<file path="config.mk">
export PLATFORM = sky130hd
export DESIGN_NAME = effect_sequencer
export DESIGN_NICKNAME = d
export VERILOG_FILES = /design/src/rtl/effect_sequencer.sv
export SDC_FILE = /design/constraint.sdc
export NUM_CORES = 1
export LEC_CHECK = 0
export ABC_CLOCK_PERIOD_IN_PS = 6300
export CAP_MARGIN = 10
export CORE_ASPECT_RATIO = 0.7
export CORE_MARGIN = 2
export CORE_UTILIZATION = 45
export CTS_BUF_LIST = sky130_fd_sc_hd__clkbuf_4 sky130_fd_sc_hd__clkbuf_8
export DETAILED_ROUTE_END_ITERATION = 6
export GPL_ROUTABILITY_DRIVEN = 0
export PLACE_DENSITY = 0.78
export SLEW_MARGIN = 20
export SYNTH_ARGS = -nofsm -noshare
export SYNTH_HDL_FRONTEND = slang
export SYNTH_SLANG_ARGS = --single-unit
</file>
<file path="constraint.sdc">
create_clock -name clk -period 6.3 [get_ports clk]
set_input_delay 1.26 -clock clk [delete_from_list [all_inputs] [get_ports clk]]
set_output_delay 1.26 -clock clk [all_outputs]
set_load 0.1 [all_outputs]
</file>
<file path="src/rtl/effect_sequencer.sv">
// Effect sequencer: hands each upstream sample to the effect bank, returns the
// switch-selected result, and bypasses the dry sample if the bank stalls.
module effect_sequencer #(
    parameter int d_width = 16,
    parameter int TIMEOUT = 255
) (
    input  logic               clk,
    input  logic               reset,
    input  logic [1:0]         i_sw,
    input  logic               i_sample_valid,
    input  logic [d_width-1:0] i_sample,
    output logic               o_sample_ack,
    output logic [d_width-1:0] o_fx_data,
    output logic               o_fx_data_ready,
    input  logic               i_fx_read_enable,
    output logic               o_fx_read_done,
    input  logic               i_fx_data_valid,
    input  logic [d_width-1:0] i_fx_data_sw0,
    input  logic [d_width-1:0] i_fx_data_sw1,
    output logic               o_out_valid,
    output logic [d_width-1:0] o_out_data,
    input  logic               i_out_ready,
    output logic               o_busy,
    output logic               o_timeout,
    output logic [7:0]         o_err_count
);

    typedef enum logic [1:0] {IDLE, WAIT_RD, WAIT_VALID, OUTPUT} state_t;

    localparam logic [15:0] TMO_LIMIT = 16'(TIMEOUT);

    state_t             state;
    logic [1:0]         sw_meta;
    logic [1:0]         sw_sync;
    logic [1:0]         sel_reg;
    logic [d_width-1:0] sample_reg;
    logic [15:0]        tmo_count;
    logic               waiting;
    logic               tmo_hit;
    logic [d_width-1:0] fx_result;

    // The switches are asynchronous; only the synchronized copy is ever latched.
    always_ff @(posedge clk or posedge reset) begin
        if (reset) begin
            sw_meta <= '0;
            sw_sync <= '0;
        end else begin
            sw_meta <= i_sw;
            sw_sync <= sw_meta;
        end
    end

    assign waiting = (state == WAIT_RD) || (state == WAIT_VALID);
    assign tmo_hit = waiting && (tmo_count == TMO_LIMIT);

    always_comb begin
        fx_result = i_fx_data_sw1;
        case (sel_reg)
            2'b00:   fx_result = '0;
            2'b01:   fx_result = i_fx_data_sw0;
            default: fx_result = i_fx_data_sw1;
        endcase
    end

    always_ff @(posedge clk or posedge reset) begin
        if (reset) begin
            state           <= IDLE;
            sample_reg      <= '0;
            sel_reg         <= '0;
            tmo_count       <= '0;
            o_sample_ack    <= 1'b0;
            o_fx_data       <= '0;
            o_fx_data_ready <= 1'b0;
            o_fx_read_done  <= 1'b0;
            o_out_valid     <= 1'b0;
            o_out_data      <= '0;
            o_busy          <= 1'b0;
            o_timeout       <= 1'b0;
            o_err_count     <= '0;
        end else begin
            o_sample_ack   <= 1'b0;
            o_fx_read_done <= 1'b0;
            o_timeout      <= 1'b0;
            if (waiting) begin
                tmo_count <= tmo_count + 16'd1;
            end
            // A stalled bank wins over any handshake arriving in the same cycle.
            if (tmo_hit) begin
                o_out_data      <= sample_reg;
                o_out_valid     <= 1'b1;
                o_fx_data_ready <= 1'b0;
                o_timeout       <= 1'b1;
                if (o_err_count != 8'hFF) begin
                    o_err_count <= o_err_count + 8'd1;
                end
                state <= OUTPUT;
            end else begin
                case (state)
                    IDLE: begin
                        if (i_sample_valid) begin
                            sample_reg      <= i_sample;
                            sel_reg         <= sw_sync;
                            o_fx_data       <= i_sample;
                            o_fx_data_ready <= 1'b1;
                            o_sample_ack    <= 1'b1;
                            o_busy          <= 1'b1;
                            tmo_count       <= '0;
                            state           <= WAIT_RD;
                        end
                    end
                    WAIT_RD: begin
                        if (i_fx_read_enable) begin
                            o_fx_data_ready <= 1'b0;
                            o_fx_read_done  <= 1'b1;
                            state           <= WAIT_VALID;
                        end
                    end
                    WAIT_VALID: begin
                        if (i_fx_data_valid) begin
                            o_out_data  <= fx_result;
                            o_out_valid <= 1'b1;
                            state       <= OUTPUT;
                        end
                    end
                    OUTPUT: begin
                        if (i_out_ready) begin
                            o_out_valid <= 1'b0;
                            o_busy      <= 1'b0;
                            state       <= IDLE;
                        end
                    end
                    default: state <= IDLE;
                endcase
            end
        end
    end

endmodule

</file>
==> results by stage, run 1 <==
Synthesis:
- The fraction of synthesized area in multiplexers is 0.08968.
- The gate count after technology mapping is between 200 and 300.
- Of the total synthesized cell area, the portion taken by AND, OR, NAND and NOR gates is 0.1337.
- After synthesis the netlist holds a flip-flop and latch count of 70.
- The area share of the largest cell type after synthesis is 0.5412.
- sky130_fd_sc_hd__dfrtp_1 is the most common cell in the netlist.
- Counting flops with a built-in enable in the synthesized netlist gives 0.
- Ranked by total cell area, the synthesized netlist is headed by sky130_fd_sc_hd__dfrtp_1, sky130_fd_sc_hd__o21ai_0, sky130_fd_sc_hd__mux2_4.
- The fraction of registers with async set/reset is 1.000.
- In the synthesized netlist the dominant register cell turns out to be sky130_fd_sc_hd__dfrtp_1.
- The share of the Yosys chip area taken by registers is 0.5412.
- The main combinational cell family by area after synthesis is simple AND/OR/NAND/NOR gates.
- The cell taking the most area after synthesis is sky130_fd_sc_hd__dfrtp_1.
- The number of warnings printed during yosys synthesis is 0.
- The area share of xor/xnor cells in the synthesized design is 0.05141.
- After synthesis, the most frequently instantiated cells are sky130_fd_sc_hd__dfrtp_1, sky130_fd_sc_hd__o21ai_0, sky130_fd_sc_hd__nand2_1, sky130_fd_sc_hd__nor2_1, sky130_fd_sc_hd__a221o_1.
- The number of nets handed over by synthesis was ~350.
- Of the total synthesized cell area, the portion taken by full adders, half adders and majority gates is 0.02706.
- Dividing the synthesized area by the synthesized cell count gives 11.16 sq um.
- The total standard cell area after synthesis is about 3200 sq um.
- Yosys mapped the design onto 37 distinct sky130hd cell types.
- The area fraction in compound gates after synthesis was 0.1245.

Clock network:
- The clock latency on the worst-skew pair is 0.34 ns.
- The CTS H-tree depth is 3.
- TritonCTS built the clock tree.
- The clock-pin slew reported for the worst setup and hold paths after clock tree synthesis is roughly 0.070 ns.
- The cell at the root of the clock tree is sky130_fd_sc_hd__clkbuf_8.
- The largest buffer count on any clock path is 2.
- The number of buffers created by CTS is 9.
- Gates resized during post-CTS repair numbered 0.
- The clock net in this run drives a total of 70 sinks.
- Buffers inserted to repair hold after CTS numbered 0.
- Once the clock tree was built, the setup fixing pass inserted 0 buffers.

Power:
- The total power consumption of the routed design is 0.002594 W.
- The power per cell area is 578.8 nW/um^2.
- The leakage power figure is ~1.9 nW.
- The combinational group share of total power is 0.595.
- The proportion of total power due to net switching is 0.5422.
- The highest ir drop seen on vdd is 0.0005234 V.
- Summed over all nets, the switching power comes to between 0.001 and 0.0015 W.
- The internal portion of the total power is between 0.001 and 0.0015 W.
- The share of power burned in registers is 0.278.
- The part of the power in the clock network is 0.127.

Cells and area:
- At the end of the flow the core is filled with cells to 0.6542.
- The final antenna diode count is 0.
- Compared with the post-synthesis result, the final layout area differs by 38.46%.
- After the flow finishes, the layout carries non-filler instances totaling roughly 500.
- The fraction of layout instances using a drive strength above 1 is 0.09924.
- In the final design database the tool counted ~450 nets.

Floorplan:
- In this run the core area contains 25 standard-cell rows.
- The number of primary I/O pins is around 100.
- The horizontal die dimension is between 100 and 150 um.
- The initial utilization of the core area, before any placement, comes to 0.4725.
- The total core area is ~6900 sq um.
- The die outline area is 7899 sq um.
- The die is 74.96 um tall.

Critical path:
- At the worst endpoint, the arrival time is ~3.5 ns.
- The kind of capture point of the worst setup path is a flip-flop.
- The required arrival time at the worst endpoint is between 6 and 7 ns.
- Of all nets on the critical path, the largest fanout is 45.
- The kind of start point of the critical path is a flip-flop.
- The type of the worst setup path is reg -> reg.

Global routing:
- The overall routing resource usage is 0.2047.
- Entering global routing, the biggest net connects 71 pins.
- The first global-routing pass estimated roughly 13 mm of wire.
- The via count of the first global-routing pass was about 2600.
- After global routing the overflow that remains totals 0.
- The initial antenna violation count was 0.

Detailed routing:
- The residual antenna-violating net count after detailed routing is 0.
- Dividing the detail-routed via count by the number of cells gives between 5 and 6.
- The count of TritonRoute iterations in the first routing pass is 6.
- The via count is ~2600.
- The average wire per cell in the routed design is 16.25 um.
- For this run, design rule violations remaining after detail routing come to 0.
- The routed wire length is 7.912 mm.
- The detailed router finished its first iteration with 100 violations.

STA:
- At the pin with the least slew margin, the transition time is 1.019 ns.
- Between clock sinks in the finished design, the worst skew comes to between 0.005 and 0.006 ns.
- After routing, the total negative slack on setup checks comes to 0 ns.
- The hold violation total from the final report came to 0.
- The worst relative slew slack is 0.3184.
- The final number of max-transition violations is 0.
- The share of the clock period used by the worst path after layout is 0.5139.
- Setup repair after global routing left no endpoint under its margin.
- The worst hold slack is around 0.35 ns.
- For this run, the top clock speed supported by timing is approximately 300 MHz.
- Setup violations remaining at the end of the flow were counted as 0.
- The clock period could shrink to approximately 3.2 ns.

Run status:
- The run finished with clean final reports.

Placement:
- Summed over all nets, the half-perimeter wirelength after detailed placement is 5.504 mm.
- Counting tap cells, the placed design contains a total of 472 instances.
- The quantity of I/O buffers inserted on ports is 101.

Hold path:
- The class of the worst hold path is reg -> reg.

Job:
- The number of max-capacitance violations reported is 0.
==> kinds of logic (layout without fill, tap and decap cells) <==
logic type / Yosys count / after routing
adder cells (fa/ha/maj): 7 / 7
flip-flops: 70 / 70
AND/OR/NAND/NOR: 90 / 90
buffers and inverters: 21 / 124
XOR/XNOR: 19 / 19
multiplexers: 22 / 22
AO/OA/AOI/OAI: 61 / 61
==> cells in the final DEF (no fill, tap or decap) <==
cell type / count
sky130_fd_sc_hd__clkinv_2: 1
sky130_fd_sc_hd__a21oi_1: 2
sky130_fd_sc_hd__xor2_1: 8
sky130_fd_sc_hd__a221o_1: 16
sky130_fd_sc_hd__mux2_1: 2
sky130_fd_sc_hd__clkinv_4: 1
sky130_fd_sc_hd__nor2_2: 1
sky130_fd_sc_hd__inv_1: 4
sky130_fd_sc_hd__a31oi_1: 2
sky130_fd_sc_hd__inv_2: 1
sky130_fd_sc_hd__o31a_1: 1
sky130_fd_sc_hd__clkbuf_4: 3
sky130_fd_sc_hd__and3_1: 4
sky130_fd_sc_hd__mux2i_1: 2
sky130_fd_sc_hd__or3_1: 1
sky130_fd_sc_hd__and2_0: 1
sky130_fd_sc_hd__mux2_2: 6
sky130_fd_sc_hd__nand3_1: 2
sky130_fd_sc_hd__clkbuf_8: 11
sky130_fd_sc_hd__dfrtp_1: 70
sky130_fd_sc_hd__xnor2_1: 11
sky130_fd_sc_hd__nand2_1: 30
sky130_fd_sc_hd__buf_4: 2
sky130_fd_sc_hd__ha_1: 7
sky130_fd_sc_hd__nor2b_1: 4
sky130_fd_sc_hd__nor3_1: 4
sky130_fd_sc_hd__or4_1: 3
sky130_fd_sc_hd__a211oi_1: 1
sky130_fd_sc_hd__nor2_1: 23
sky130_fd_sc_hd__a22oi_1: 1
sky130_fd_sc_hd__nor2_4: 1
sky130_fd_sc_hd__nand4_1: 8
sky130_fd_sc_hd__clkdlybuf4s50_1: 101
sky130_fd_sc_hd__nor4_1: 6
sky130_fd_sc_hd__o31ai_1: 1
sky130_fd_sc_hd__o21ai_0: 36
sky130_fd_sc_hd__nor3b_1: 1
sky130_fd_sc_hd__mux2_4: 12
sky130_fd_sc_hd__a2111oi_0: 1
sky130_fd_sc_hd__nand2b_1: 1
==> worst paths after layout <==
check / cells past startpoint / from / slack (ns) / end
max: 7 / state[0] / 3.06 / sample_reg[12]
min: 0 / sw_meta[0] / 0.35 / sw_sync[0]
max reg2reg: 7 / state[0] / 3.06 / sample_reg[12]
min reg2reg: 0 / sw_meta[0] / 0.35 / sw_sync[0]
max in group asynchronous: 3 / reset / 4.23 / sample_reg[5]
min in group asynchronous: 3 / reset / 1.51 / o_out_valid
==> routing by layer <==
| metal | global-route usage | routed length, um | up-vias |
|---|---|---|---|
| met5 | 0 | 0 | - |
| met1 | 0.2807 | 3758 | 1292 |
| met3 | 0.06753 | 559 | 13 |
| met4 | 0.07259 | 106 | 0 |
| li1 | - | - | 1231 |
| met2 | 0.3097 | 3487 | 97 |
==> critical path, cell delays in order, from the launching register on <==
cell	delay (ns)
sky130_fd_sc_hd__dfrtp_1	0.42
sky130_fd_sc_hd__inv_1	0.09
sky130_fd_sc_hd__ha_1	0.40
sky130_fd_sc_hd__nand4_1	0.20
sky130_fd_sc_hd__or4_1	0.35
sky130_fd_sc_hd__clkinv_4	0.33
sky130_fd_sc_hd__nor2_4	0.87
sky130_fd_sc_hd__mux2_2	0.42
==> final cells by class <==
| type | count | area (sq um) |
|---|---|---|
| sequential | 70 | 1752 |
| multi-input combinational | 199 | 1380 |
| clock buffer | 14 | 173.9 |
| clock inverter | 1 | 5.005 |
| tap | 94 | 117.6 |
| inverter | 6 | 27.53 |
| timing repair buffer | 103 | 1026 |
| fill | 538 | 2369 |
==> power by group through the flow <==
stage / Combinational [W] / Clock (W) / Sequential [W]
after floorplan: 0.000356 / 0 / 0.00153
after global placement: 0.00153 / 0 / 0.000716
after detailed placement: 0.00155 / 0 / 0.000720
after CTS: 0.00155 / 0.000337 / 0.000717
after global routing: 0.00161 / 0.000358 / 0.000737
final: 0.00154 / 0.000330 / 0.000720
==> through the flow <==
step           cell area, sq um  setup slack [ns]
2_1_floorplan              3237             3.272
3_3_place_gp               4303             3.094
3_5_place_dp               4303             3.022
4_1_cts                    4482             3.017
5_1_grt                    4482             2.816
6_report                   4482             3.062
Power figures use the tool's default switching activity.
==> run 2, diff against run 1 <==
--- a/config.mk
+++ b/config.mk
@@ -5,7 +5,7 @@
 export SDC_FILE = /design/constraint.sdc
 export NUM_CORES = 1
 export LEC_CHECK = 0
-export ABC_CLOCK_PERIOD_IN_PS = 6300
+export ABC_CLOCK_PERIOD_IN_PS = 3350
 export CAP_MARGIN = 10
 export CORE_ASPECT_RATIO = 0.7
 export CORE_MARGIN = 2
==> constraint.sdc (replaced) <==
create_clock -name clk -period 3.35 [get_ports clk]
set_input_delay 0.67 -clock clk [delete_from_list [all_inputs] [get_ports clk]]
set_output_delay 0.67 -clock clk [all_outputs]
set_load 0.1 [all_outputs]
==> run 2 against run 1 <==
Net effect:
- hold slack improved by 0.012 ns
- cell count is 1.0% higher
- worst setup slack lost 2.8 ns
- critical path depth unchanged
- maximum frequency is 6.5% higher
- sequential cell count is the same
- sequential share of layout area is 0.45 points higher
- core utilization is 0.75 points lower
- via count is 1.4% lower
- critical endpoint is now sample_reg[11]
- highest routed layer unchanged
==> results by stage, run 2 (synthesis gave the netlist of run 1 again) <==
Cells and area:
- The final antenna diode count came to 0 (unchanged).
- The commonest non-fill, non-tap cell in the layout is sky130_fd_sc_hd__dfrtp_1.
- The fraction of layout instances using a drive strength above 1 is 0.2211 (+0.1219).
- The number of nets in the layout is 456 (+0.88%).
- The post-synthesis to final-layout area growth is 36.88%.
- The top cell types in the final layout, fill and taps aside, are sky130_fd_sc_hd__dfrtp_1, sky130_fd_sc_hd__clkdlybuf4s50_1, sky130_fd_sc_hd__buf_4.

Global routing:
- The total overflow reported by the global router is 0 (unchanged).
- The initial antenna violation count was 0 (unchanged).
- The via count of the first global-routing pass came to 2507 (-2.1%).
- The maximum number of pins on one net before global-route repair came to 46 (-35%).
- The wire length of the first global-routing pass is 12.45 mm (-0.61%).
- The overall routing resource usage is 0.2039 (-0.0008119).

STA:
- Setup repair after global routing left no endpoint under its margin.
- The pin slew with the least headroom to its limit is 1.029 ns (+0.009553 ns).
- The hold violation total from the final report came to 0 (unchanged).
- The post-route minimum period is 3.039 ns (-0.1986 ns).
- The total setup violations reported at the end of the flow came to 0 (unchanged).
- The setup TNS is 0 ns (unchanged).
- The maximum clock frequency is 329.1 MHz (+6.5%).
- The worst relative slew slack was 0.3126 (-0.005867).
- The share of the clock period used by the worst path after layout came to 0.9072 (+0.3933).
- The final number of max-transition violations is 0 (unchanged).
- The clock skew came to 0.009445 ns (+0.004019 ns).

Clock network:
- TritonCTS built the clock tree.
- The clock sink count is 70 (unchanged).
- The total of hold buffers inserted after clock tree synthesis is 0 (unchanged).
- The number of buffers created by CTS is 9 (unchanged).
- The largest buffer count on any clock path is 2 (unchanged).
- The number of setup buffers added after CTS is 0 (unchanged).
- The CTS H-tree depth is 3 (unchanged).
- The number of resized instances in the post-cts repair step is 0 (unchanged).
- The cell at the root of the clock tree is sky130_fd_sc_hd__clkbuf_8.
- The clock-pin slew reported for the worst setup and hold paths after clock tree synthesis came to 0.07 ns (about the same).
- The clock latency on the worst-skew pair is 0.35 ns (about the same).

Critical path:
- The worst-path cell with the longest stage delay is sky130_fd_sc_hd__nor2_4.
- The startpoint identified for the worst register-to-register timing path is state[0].
- The largest fanout on the critical path came to 35 (-22%).
- The kind of start point of the critical path is a flip-flop.
- The arrival time reported for the critical path endpoint is 3.27 ns (-0.19 ns).
- The slack of the worst reg-to-reg path is 0.31 ns (-2.75 ns).
- The required arrival time at the worst endpoint is 3.58 ns (-2.94 ns).
- The worst stage delay on the critical path is 0.83 ns (-0.04 ns).
- The kind of capture point of the worst setup path is a flip-flop.
- The critical path starts at state[0].
- The last element of the critical path is sample_reg[11].
- The count of cells along the worst register-to-register path is 7 (unchanged).
- The critical path goes through inv_1 > ha_1 > nand4_1 > or4_1 > clkinv_4 > nor2_4 > mux2_2.
- In this run the critical register-to-register path is captured at sample_reg[11].
- The setup path with the least slack is of type reg -> reg.

Detailed routing:
- The via count is 2596 (-1.4%).
- The vias per cell is 5.276 (-2.4%).
- The DRC violations left is 0 (unchanged).
- The average wire per cell in the routed design is 15.95 um (-1.8%).
- The routed wire length is 7.848 mm (-0.81%).
- The count of TritonRoute iterations in the first routing pass is 4 (-2).
- The residual antenna-violating net count after detailed routing was 0 (unchanged).
- The DRC violation total after the first TritonRoute iteration is 125 (+25%).

Placement:
- The HPWL after detailed placement is 5.636 mm (+2.4%).
- The quantity of I/O buffers inserted on ports is 101 (unchanged).

Job:
- The number of max-capacitance violations reported is 0 (unchanged).

Floorplan:
- The die outline height was 74.96 um (unchanged).
- The die outline area came to 7899 sq um (unchanged).
- The total core area is 6850 sq um (unchanged).
- The number of primary I/O pins came to 102 (unchanged).
- The initial core utilization is 0.4725 (unchanged).
- The number of placement rows came to 25 (unchanged).
- The horizontal die dimension was 105.4 um (unchanged).

Hold path:
- The class of the worst hold path is reg -> reg.

Run status:
- The run finished with clean final reports.
-- run 2: cell types whose count changed in the layout (fill, tap and decap cells not counted) --
cell	before	now
sky130_fd_sc_hd__inv_6	0	1
sky130_fd_sc_hd__buf_4	2	50
sky130_fd_sc_hd__clkinv_2	1	2
sky130_fd_sc_hd__clkdlybuf4s50_1	101	57
sky130_fd_sc_hd__bufinv_16	0	1
sky130_fd_sc_hd__clkbuf_4	3	0
sky130_fd_sc_hd__clkinvlp_4	0	1
-- run 2: worst max-delay path: cells and delay by family, from the launching register on --
kind          cells  cell delay, ns
simple gates      3            1.36
flops             1            0.43
mux               1            0.42
fa+ha+maj         1            0.41
buf+inv           2            0.29
-- run 2: layer usage --
| metal | up-vias | global-route usage | part of all wire |
|---|---|---|---|
| met5 | - | 0 | 0 |
| met4 | 0 | 0.05333 | 0.0037 |
| met3 | 4 | 0.05628 | 0.066 |
| met2 | 90 | 0.3097 | 0.44 |
| met1 | 1264 | 0.2928 | 0.49 |
| li1 | 1238 | - | - |
-- run 2: worst min-delay path by stage --
| stage | from | endpoint | slack, ns | depth (start not counted) |
|---|---|---|---|---|
| after global routing | sw_meta[0] | sw_sync[0] | 0.38 | 0 |
| after CTS | sw_meta[0] | sw_sync[0] | 0.36 | 0 |
| after detailed placement | sw_meta[0] | sw_sync[0] | 0.35 | 0 |
| final | sw_meta[0] | sw_sync[0] | 0.36 | 0 |
| after global placement | sw_meta[0] | sw_sync[0] | 0.34 | 0 |
| after floorplan | sw_meta[0] | sw_sync[0] | 0.33 | 0 |
-- run 2: layout make-up --
type	count	area [sq um]
flip-flops and latches	70	1752
repair buffers	107	945.9
clock inverters	5	56.30
multi-input cells	199	1380
clock buffers	11	151.4
inverters	6	27.53
well taps	94	117.6
fillers	556	2420
-- run 2: through the flow --
step	hold slack, ns	instance area (sq um)	setup WS, ns	util	std cells
after global routing	0.3826	4431	0.1583	0.6468	492
after global placement	0.3369	4223	0.4463	0.6164	476
after floorplan	0.3312	3237	0.8423	-	290
after CTS	0.3646	4431	0.3083	0.6468	492
final	0.3637	4431	0.3110	0.6468	492
after detailed placement	0.3490	4223	0.3057	0.6164	476
Power of run 2 is left out: the tool's default activity adds up to more than one toggle a clock period on the data nets, which glitch-free logic cannot reach.
==> run 3, diff against run 2 <==
--- a/config.mk
+++ b/config.mk
@@ -5,15 +5,17 @@
 export SDC_FILE = /design/constraint.sdc
 export NUM_CORES = 1
 export LEC_CHECK = 0
-export ABC_CLOCK_PERIOD_IN_PS = 3350
+export ABC_CLOCK_PERIOD_IN_PS = 3660
 export CAP_MARGIN = 10
 export CORE_ASPECT_RATIO = 0.7
 export CORE_MARGIN = 2
 export CORE_UTILIZATION = 45
 export CTS_BUF_LIST = sky130_fd_sc_hd__clkbuf_4 sky130_fd_sc_hd__clkbuf_8
+export CTS_CLUSTER_SIZE = 25
 export DETAILED_ROUTE_END_ITERATION = 6
 export GPL_ROUTABILITY_DRIVEN = 0
 export PLACE_DENSITY = 0.78
+export SETUP_SLACK_MARGIN = 0.2
 export SLEW_MARGIN = 20
 export SYNTH_ARGS = -nofsm -noshare
 export SYNTH_HDL_FRONTEND = slang
==> constraint.sdc (replaced) <==
create_clock -name clk -period 3.66 [get_ports clk]
set_input_delay 0.732 -clock clk [delete_from_list [all_inputs] [get_ports clk]]
set_output_delay 0.732 -clock clk [all_outputs]
set_load 0.1 [all_outputs]
==> run 3 against run 2 <==
Net effect:
- register-to-register slack improved by 0.36 ns
- sequential share of layout area fell by 0.82 points
- hold slack got worse by 0.013 ns
- wire length rose by 1.4%
- core utilization rose by 1.4 points
- die area did not move
- cell count fell by 0.61%
- non-clock buffer count fell by 2
- worst setup slack improved by 0.36 ns
- clock skew fell by 0.00063 ns
- critical path type unchanged
==> results by stage, run 3 (synthesis gave the netlist of run 1 again) <==
Run status:
- The run finished with clean final reports.

Critical path:
- In this design, the largest share of critical-path delay is due to simple AND/OR/NAND/NOR gates.
- The kind of capture point of the worst setup path is a flip-flop.
- The largest fanout on the critical path was 45 (+29%).
- The type of the worst setup path is reg -> reg.
- The critical path goes through inv_1 > ha_1 > nand4_1 > or4_1 > clkinv_4 > nor2_4 > buf_4 > nor2_1.
- The required arrival time at the worst endpoint came to 3.89 ns (+0.31 ns).
- The worst stage delay on the critical path came to 0.67 ns (-0.16 ns).
- The slack of the worst reg-to-reg path is 0.67 ns (+0.36 ns).
- The arrival time reported for the critical path endpoint is 3.21 ns (-0.06 ns).
- The worst-path cell with the longest stage delay is sky130_fd_sc_hd__nor2_4.
- The number of buffers and inverters on the critical path is 3 (+1).
- The kind of start point of the critical path is a flip-flop.

Placement:
- The placed instance count came to 474 (-0.42%).
- The total placed instance area is 4318 sq um (+2.3%).
- The HPWL after detailed placement is 5.707 mm (+1.2%).
- The quantity of I/O buffers inserted on ports came to 101 (unchanged).

Detailed routing:
- The DRC violation total after the first TritonRoute iteration was 81 (-35%).
- The average wire per cell in the routed design is 16.28 um (+2.0%).
- The via count is 2614 (+0.69%).
- The vias per cell is 5.346 (+1.3%).
- The DRC violations left is 0 (unchanged).
- The routed wire length is 7.960 mm (+1.4%).
- The count of TritonRoute iterations in the first routing pass is 4 (unchanged).
- The residual antenna-violating net count after detailed routing came to 0 (unchanged).

Global routing:
- The maximum number of pins on one net before global-route repair is 46 (unchanged).
- The overall routing resource usage is 0.2074 (+0.003476).
- The total overflow reported by the global router came to 0 (unchanged).
- The via count of the first global-routing pass is 2506 (-0.040%).
- The wire length of the first global-routing pass is 12.57 mm (+0.94%).
- The initial antenna violation count is 0 (unchanged).

Floorplan:
- The number of placement rows was 25 (unchanged).
- The initial core utilization is 0.4725 (unchanged).
- The horizontal die dimension came to 105.4 um (unchanged).
- The die outline area was 7899 sq um (unchanged).
- The number of primary I/O pins came to 102 (unchanged).
- The die outline height is 74.96 um (unchanged).
- The total core area is 6850 sq um (unchanged).

Cells and area:
- The fraction of layout instances using a drive strength above 1 is 0.1038 (-0.1173).
- The number of nets in the layout is 454 (-0.44%).
- The final antenna diode count is 0 (unchanged).
- The cell area after layout is 4524 sq um (+2.1%).
- The final non-filler cell total is 489 (-0.61%).
- The post-synthesis to final-layout area growth is 39.78%.
- The library cell used most frequently in the layout, excluding fill and tap cells, is sky130_fd_sc_hd__clkdlybuf4s50_1.
- The library cells used most frequently in the layout, excluding fill and tap cells, are sky130_fd_sc_hd__clkdlybuf4s50_1, sky130_fd_sc_hd__dfrtp_1, sky130_fd_sc_hd__o21ai_0.

STA:
- The final number of max-transition violations is 0 (unchanged).
- The hold violation total from the final report was 0 (unchanged).
- The worst relative slew slack came to 0.3308 (+0.01822).
- The total setup violations reported at the end of the flow is 0 (unchanged).
- The maximum clock frequency is 334.9 MHz (+1.8%).
- The clock skew came to 0.008817 ns (-0.0006278 ns).
- The pin slew with the least headroom to its limit is 1.001 ns (-0.02803 ns).
- The setup TNS was 0 ns (unchanged).
- Setup repair after global routing left no endpoint under its margin.
- The share of the clock period used by the worst path after layout is 0.8159 (-0.09128).
- The post-route minimum period is 2.986 ns (-0.05286 ns).

Clock network:
- The CTS H-tree depth is 3 (unchanged).
- TritonCTS built the clock tree.
- The number of buffers created by CTS is 9 (unchanged).
- The total of hold buffers inserted after clock tree synthesis is 0 (unchanged).
- The number of resized instances in the post-cts repair step is 0 (unchanged).
- The clock-pin slew reported for the worst setup and hold paths after clock tree synthesis is 0.07 ns (about the same).
- The number of setup buffers added after CTS is 0 (unchanged).
- The clock latency on the worst-skew pair is 0.34 ns (about the same).
- The root buffer cell chosen for the clock tree is sky130_fd_sc_hd__clkbuf_8.
- The clock sink count was 70 (unchanged).
- The largest buffer count on any clock path is 2 (unchanged).

Power:
- Summed over all cells, the static leakage comes to 1.915 nW.
- Across the VDD grid, the largest voltage drop is ~0.00070 V.
- The power per cell area is approximately 1000 nW/um^2.

Job:
- The number of max-capacitance violations reported was 0 (unchanged).

Hold path:
- The class of the worst hold path is reg -> reg.
[run 3: cell count changes in the layout (fill, tap and decap cells not counted)]
cell | previous run | this run
sky130_fd_sc_hd__buf_4 | 50 | 4
sky130_fd_sc_hd__bufinv_16 | 1 | 2
sky130_fd_sc_hd__clkbuf_4 | 0 | 1
sky130_fd_sc_hd__clkbuf_8 | 11 | 9
sky130_fd_sc_hd__clkdlybuf4s50_1 | 57 | 101
sky130_fd_sc_hd__clkinv_2 | 2 | 3
sky130_fd_sc_hd__clkinvlp_4 | 1 | 0
sky130_fd_sc_hd__inv_6 | 1 | 0
[run 3: cell type report]
| class | count | area [sq um] |
|---|---|---|
| well taps | 94 | 117.6 |
| repair buffers | 105 | 1041 |
| flip-flops and latches | 70 | 1752 |
| clock inverters | 5 | 75.07 |
| multi-input cells | 199 | 1380 |
| fillers | 511 | 2326 |
| inverters | 6 | 27.53 |
| clock buffers | 10 | 131.4 |
[run 3: worst paths after layout]
path                             from            end  depth (start not counted)
max in group asynchronous       reset  o_out_data[2]                          3
min in group asynchronous       reset    o_out_valid                          2
setup / recovery             state[0]   tmo_count[3]                          8
setup reg to reg             state[0]   tmo_count[3]                          8
hold / removal             sw_meta[0]     sw_sync[0]                          0
hold reg to reg            sw_meta[0]     sw_sync[0]                          0
[run 3: report_power, final]
part	total (W)	switching (W)	internal, W
Combinational	0.00267	0.00194	0.000722
Sequential	0.00124	0.000214	0.00102
Clock	0.000654	0.000270	0.000384
[run 3: layer usage]
metal / wire [um] / share of wire / global-route usage
met1: 3739 / 0.47 / 0.2878
met2: 3662 / 0.46 / 0.3233
met3: 494 / 0.062 / 0.06840
met4: 64 / 0.0080 / 0.04444
met5: 0 / 0 / 0
[run 3: through the flow]
| step | util | worst slack, ns | power (W) | hold WS (ns) |
|---|---|---|---|---|
| 6_report | 0.6605 | 0.6739 | 0.004559 | 0.3507 |
| 2_1_floorplan | - | 1.152 | 0.003251 | 0.3312 |
| 4_1_cts | 0.6605 | 0.6636 | 0.004584 | 0.3562 |
| 3_5_place_dp | 0.6303 | 0.6546 | 0.003914 | 0.3416 |
| 3_3_place_gp | 0.6303 | 0.8312 | 0.003868 | 0.3352 |
| 5_1_grt | 0.6605 | 0.4499 | 0.004748 | 0.3640 |
